--- config.mk ---
export PLATFORM = sky130hd
export DESIGN_NAME = rect_fetch_seq
export DESIGN_NICKNAME = d
export VERILOG_FILES = /design/src/rtl/rect_fetch_seq.sv
export SDC_FILE = /design/constraint.sdc
export NUM_CORES = 1
export LEC_CHECK = 0
export ABC_AREA = 0
export BUFFER_PORTS_ARGS = -buffer_cell sky130_fd_sc_hd__buf_2
export CAP_MARGIN = 20
export CELL_PAD_IN_SITES_DETAIL_PLACEMENT = 0
export CELL_PAD_IN_SITES_GLOBAL_PLACEMENT = 1
export CORE_MARGIN = 5
export CORE_UTILIZATION = 39
export DETAILED_ROUTE_END_ITERATION = 6
export PLACE_DENSITY = 0.83
export SLEW_MARGIN = 5
export SYNTH_ARGS = -nofsm -noshare
export SYNTH_HDL_FRONTEND = slang
export SYNTH_SLANG_ARGS = --single-unit
--- constraint.sdc ---
create_clock -name clk -period 2.84 [get_ports clk]
set_clock_uncertainty 0.2 [all_clocks]
set_input_delay 0.568 -clock clk [delete_from_list [all_inputs] [get_ports clk]]
set_output_delay 0.568 -clock clk [all_outputs]
set_load 0.02 [all_outputs]
--- src/rtl/rect_fetch_seq.sv ---
// Rectangle fetch sequencer: reads 4 ROM words per feature for a run of features
// and presents each packed rectangle (x, y, w, h) on a valid/ready stream.
module rect_fetch_seq #(
   parameter int W_DATA = 5,
   parameter int W_ADDR = 14,
   parameter int W_CNT  = 12
) (
   input  logic                clk,
   input  logic                rst,
   input  logic                start_valid,
   output logic                start_ready,
   input  logic [W_ADDR-3:0]   start_feat,
   input  logic [W_CNT-1:0]    num_feat,
   output logic                rom_en,
   output logic [W_ADDR-1:0]   rom_addr,
   input  logic [W_DATA-1:0]   rom_data,
   output logic                rect_valid,
   input  logic                rect_ready,
   output logic [W_DATA-1:0]   rect_x,
   output logic [W_DATA-1:0]   rect_y,
   output logic [W_DATA-1:0]   rect_w,
   output logic [W_DATA-1:0]   rect_h,
   output logic                rect_last,
   output logic                done,
   output logic [1:0]          o_dbg_state
);

   localparam int W_FEAT = W_ADDR - 2;

   // Handshakes: a transfer happens on a rising clk edge where valid && ready;
   // valid-side payload holds stable until that edge, ready may toggle freely.
   typedef enum logic [1:0] {
      S_IDLE  = 2'd0,
      S_FETCH = 2'd1,
      S_DRAIN = 2'd2,
      S_OUT   = 2'd3
   } state_t;

   state_t              r_state;
   state_t              w_next;
   logic [1:0]          r_k;
   logic [W_FEAT-1:0]   r_feat;
   logic [W_CNT-1:0]    r_rem;
   logic                r_cap_vld;
   logic [1:0]          r_cap_k;
   logic [W_DATA-1:0]   r_x;
   logic [W_DATA-1:0]   r_y;
   logic [W_DATA-1:0]   r_w;
   logic [W_DATA-1:0]   r_h;
   logic                r_done;
   logic                w_start;
   logic                w_last_rem;

   assign w_start    = start_valid && start_ready;
   assign w_last_rem = (r_rem == W_CNT'(1));

   always_comb begin
      w_next      = r_state;
      start_ready = 1'b0;
      rom_en      = 1'b0;
      rom_addr    = '0;
      rect_valid  = 1'b0;
      rect_last   = 1'b0;
      case (r_state)
         S_IDLE: begin
            // Held low while rst is asserted so no request is taken mid-reset.
            start_ready = !rst;
            if (w_start && (num_feat != '0))
               w_next = S_FETCH;
         end
         S_FETCH: begin
            rom_en   = 1'b1;
            rom_addr = {r_feat, r_k};
            if (r_k == 2'd3)
               w_next = S_DRAIN;
         end
         S_DRAIN: w_next = S_OUT;
         S_OUT: begin
            rect_valid = 1'b1;
            rect_last  = w_last_rem;
            if (rect_ready)
               w_next = w_last_rem ? S_IDLE : S_FETCH;
         end
         default: w_next = S_IDLE;
      endcase
   end

   always_ff @(posedge clk) begin
      if (rst) begin
         r_state   <= S_IDLE;
         r_k       <= 2'd0;
         r_feat    <= '0;
         r_rem     <= '0;
         r_cap_vld <= 1'b0;
         r_cap_k   <= 2'd0;
         r_x       <= '0;
         r_y       <= '0;
         r_w       <= '0;
         r_h       <= '0;
         r_done    <= 1'b0;
      end else begin
         r_state   <= w_next;
         r_done    <= 1'b0;
         // ROM answers one cycle after the read, so the word index is delayed too.
         r_cap_vld <= (r_state == S_FETCH);
         r_cap_k   <= r_k;
         case (r_state)
            S_IDLE: begin
               if (w_start) begin
                  r_feat <= start_feat;
                  r_rem  <= num_feat;
                  r_k    <= 2'd0;
                  if (num_feat == '0)
                     r_done <= 1'b1;
               end
            end
            S_FETCH: r_k <= r_k + 2'd1;
            S_OUT: begin
               if (rect_ready) begin
                  if (w_last_rem) begin
                     r_done <= 1'b1;
                  end else begin
                     r_feat <= r_feat + W_FEAT'(1);
                     r_rem  <= r_rem - W_CNT'(1);
                  end
               end
            end
            default: ;
         endcase
         if (r_cap_vld) begin
            case (r_cap_k)
               2'd0:    r_x <= rom_data;
               2'd1:    r_y <= rom_data;
               2'd2:    r_w <= rom_data;
               default: r_h <= rom_data;
            endcase
         end
      end
   end

   assign rect_x      = r_x;
   assign rect_y      = r_y;
   assign rect_w      = r_w;
   assign rect_h      = r_h;
   assign done        = r_done;
   assign o_dbg_state = r_state;

endmodule

Yosys cells after proc, flatten, opt, wreduce, memory -nomap -nowiden
Index checks and enable logic that the tools add are counted.
Widths: inputs -> output; s select.

storage, ports and cells
  register bits after elaboration = 52
  logic and storage cells = 69

cells by class
  $add $sub $neg = 3
  eq/ne operators = 12
  muxes and demuxes = 25
  bitwise logic cells = 1
  reductions and logical operators = 17

operators by type and width
  cell                   number
  $mux 12                6
  $pmux 12 s2            2
  $mux 14                1
  $add 12x1->12 const B  1
  $eq 12x1->1 const B    1
  $logic_not 12->1       1
  $reduce_bool 12->1     1
  $sub 12x1->12 const B  1
  $ne 2x2->1 const B     5
  $reduce_and 2->1       5
  $mux 1                 9
  $eq 2x2->1 const B     4
  $mux 2                 4
  $pmux 2 s4             1
  $eq 2x1->1 const B     2
  $logic_not 2->1        2
  $pmux 2 s2             1
  $reduce_and 4->1       1
  $reduce_bool 2->1      2
  $reduce_and 3->1       1
  $reduce_or 3->1        1
  $add 2x1->2 const B    1
  $logic_and 1x1->1      2
  $pmux 1 s2             1
  2 further kinds        2

Depth between registers and ports, before layout
  word-level depth = 6
  gate-level depth with buffers = 10

Worst setup path after synthesis
Ideal clock, no wire load.

  path type = reg2out
  from = register r_state[0], in the netlist o_dbg_state[0]
  to = output port rom_addr[10]
  arrival time = 1.533 ns
  slack = 0.539 ns
  cell stages (with the launch flop) = 5
  buffers on the path = 2
  cells stage by stage = dfxtp_1 > ha_1 > clkbuf_1 > clkbuf_1 > and2_1

between the ends
  longest elaborated chain between the ends = 2

RTL lines
  item                      RTL line  source
  start: declaration        39        state_t r_state;
  start signal: assignment  102       r_state <= w_next;
  $eq 2x1->1                64        case (r_state)
  $mux 14                   64
  end: declaration          15        output logic [W_ADDR-1:0] rom_addr,

Every way passes these cells.

Final worst setup path
  from = register r_state[1], in the netlist o_dbg_state[1]
  to = output port rom_addr[2]

The elaborated chain is that of the path after synthesis.

==> results.md <==
- TritonRoute pass-1 iters: 4
- Largest stage delay, worst path: 0.54 ns
- Final setup vio count: 0
- Pleak: 1.52 nW
- Status: complete, no violations
- Post-CTS Setup Bufs: 0
- Post-CTS sizing: 0
- Most frequent cells in the layout: 73 x buf_2, 52 x dfxtp_1, 35 x nor2_1
- Cell taking the most area after synthesis: dfxtp_1
- CP arrival: 1.71 ns
- Commonest non-fill, non-tap cell in the layout: buf_2
- Final hold viol count: 0
- Crit path max-delay family: adder cells
- Synthesized area: 2880 um^2
- Fin crit period: 2.48 ns
- Core Rows: 31
- Kind of critical path: register to output port
- Total Routing Usage GR: 16.6%
- WL per Instance: 15.0 um
- Setup crit end kind: output port
- CTS tree: built
- Fin crit share: 87.4%
- PnR worst setup slack: 0.359 ns
- Max VDD drop: 294 uV
- Ys flop type: dfxtp_1
- Clk buf depth: 2
- EDFF count, synth: 0
- Clock sinks: 52
- Initial drt markers: 108
- Mapped Nets: 378
- Crit start category: register
- Worst-Skew Late Latency: 0.31 ns
- Rel. slew slack: 51.5%
- Buf/Inv on CP: 2
- First-pass GRT wire length: 12000 um
- TritonCTS Buffers: 5
- Die area: 9190 um^2
- Asr flop ratio synth: 0%
- RSZ-0062 raised after global routing: no
- Final Max Slew Viols: 0
- Count of cell types in the netlist: 58
- Drt drc: 0
- Largest net degree at the start of global routing: 53
- Worst Path Required: 2.07 ns
- FF-to-FF path depth: 8
- Starting Density: 39.9%
- Final WL: 7530 um
- CORE AREA: 7210 um^2
- Area delta synth->final: 18.7%
- Vias/cell: 5.35
- Sequential cell area fraction in the yosys report: 36.2%
- Max Fclk: 403 MHz
- Hold_buf cts: 0
- Final #Nets: 442
- Crit Path Max Fanout: 20
- DIE HEIGHT: 95.9 um
- Top Ports: 74
- Dpl ws: 0.565 ns
- Post-DP HPWL: 5410 um
- Worst Tran Pin Value: 0.728 ns
- Routed Antenna Nets: 0
- Placed Area: 3320 um^2
- MaxCap Viol Count: 0
- Die Wd: 95.9 um
- Share of the synthesized area in the top cell type: 36.2%
- Clock transition at path regs: 0.10 ns
- Post-synthesis cell count: 337
- Largest cells by area after synthesis: dfxtp_1 36%, mux2i_1 8.4%, nor2_1 4.6%
- Placer Congestion: 0.907
- Worst path depth: 4
- Power per cell area: 825 nW/um^2
- Remaining Overflow, GRT: 0
- Number of global-route vias before repair: 2471
- Min-Delay Path Depth: 2
- Antenna violations before repair: 0
- Antenna Cells: 0
- Crit-path slowest cell: ha_1
- Register bit total from synthesis: 52
- Vias: 2680
- Root Driver: clkbuf_8
- Hold Crit Class: register to register
- Share of post-route cells with drive strength above 1: 27.1%
- R2r setup slk: 0.55 ns
- Setup TNS: 0 ns
- Cell Chain, Critical Path: inv_1 > ha_1 > and2_1 > buf_2
- IO Port Bufs: 73
- Post-route cell area: 3410 um^2
- Filler instances: 756
- Syn Area/Cell: 8.54 um^2
- H-Tree Depth: 2
- Yosys warns: 0
[synthesized netlist by cell type (2+ instances only)]
cell       instances
buf_2              4
and2_1            16
a21o_1             2
o311ai_0           2
nor3_1             6
a211oi_1           3
nor2_1            35
nand3b_1           2
buf_4              2
o21a_1             2
o21ai_0           17
inv_1             11
o21ai_2            6
nand4_1            6
or2_2              2
and3_1             4
nand3_1           11
ha_1               8
a21oi_2            5
nor4_1             6
nor3_4             2
a31oi_1            5
a21oi_1           21
mux2i_1           24
a2111oi_0          2
nand2_1           21
dfxtp_1           52
o31ai_1            2
nor2b_1           11
o2bb2ai_1          4
clkbuf_1          13
a32oi_1            3
o211ai_1           2
[cell type report]
cell class | count | area [um^2] | share of cell area (%)
multi-input cells | 253 | 1700 | 49.7
flip-flops and latches | 52 | 1040 | 30.5
repair buffers | 78 | 415 | 12.2
well taps | 99 | 124 | 3.63
clock buffers | 5 | 68.8 | 2.02
inverters | 11 | 41.3 | 1.21
clock inverters | 3 | 27.5 | 0.806
[final timing paths]
path	end	startpoint
worst min-delay path	r_rem[1]	r_rem[1]
worst min register to register	r_rem[1]	r_rem[1]
worst max register to register	r_feat[0]	o_dbg_state[0]
worst max-delay path	rom_addr[2]	o_dbg_state[1]
[state kept, by name, summed over array words and instances (netlist names), 5 cells and up]
| name | count |
|---|---|
| rect_y | 5 |
| rect_w | 5 |
| rect_x | 5 |
| r_feat | 12 |
| r_rem | 12 |
| rect_h | 5 |
[per-stage QoR]
stage	hold WS [ns]	power [mW]	util (%)	instances
4_1_cts	0.301	2.83	47.3	501
3_3_place_gp	0.271	2.37	46.0	493
6_report	0.295	2.82	47.3	501
2_1_floorplan	0.258	2.03	-	337
3_5_place_dp	0.280	2.37	46.0	493
5_1_grt	0.328	3.02	47.3	501
[cell families (layout without fill, tap and decap cells)]
kind of cell    after synthesis  count (layout)  synth area share (%)
compound gates               87              87                  20.8
fa+ha+maj                     8               8                  3.48
buf+inv                      32              97                  4.87
flops                        52              52                  36.2
mux                          24              24                  8.35
simple gates                134             134                  26.3
[routing by layer]
metal | up-vias | track usage, % | share of wire (%)
li1 | 1349 | - | -
met1 | 1242 | 23.2 | 48
met2 | 78 | 25.5 | 45
met3 | 11 | 3.44 | 5.6
met4 | 0 | 5.57 | 1.7
met5 | - | 0 | 0
[worst min-delay path: stages (launching register included)]
cell	delay, ns
dfxtp_1	0.35
nand2_1	0.06
a21oi_1	0.05
[power breakdown]
part	switching, mW	internal [mW]
registers	0.213	0.885
logic	0.774	0.492
clock network	0.271	0.181
total	1.26	1.56
No activity file was read; power rests on OpenSTA's default activity.
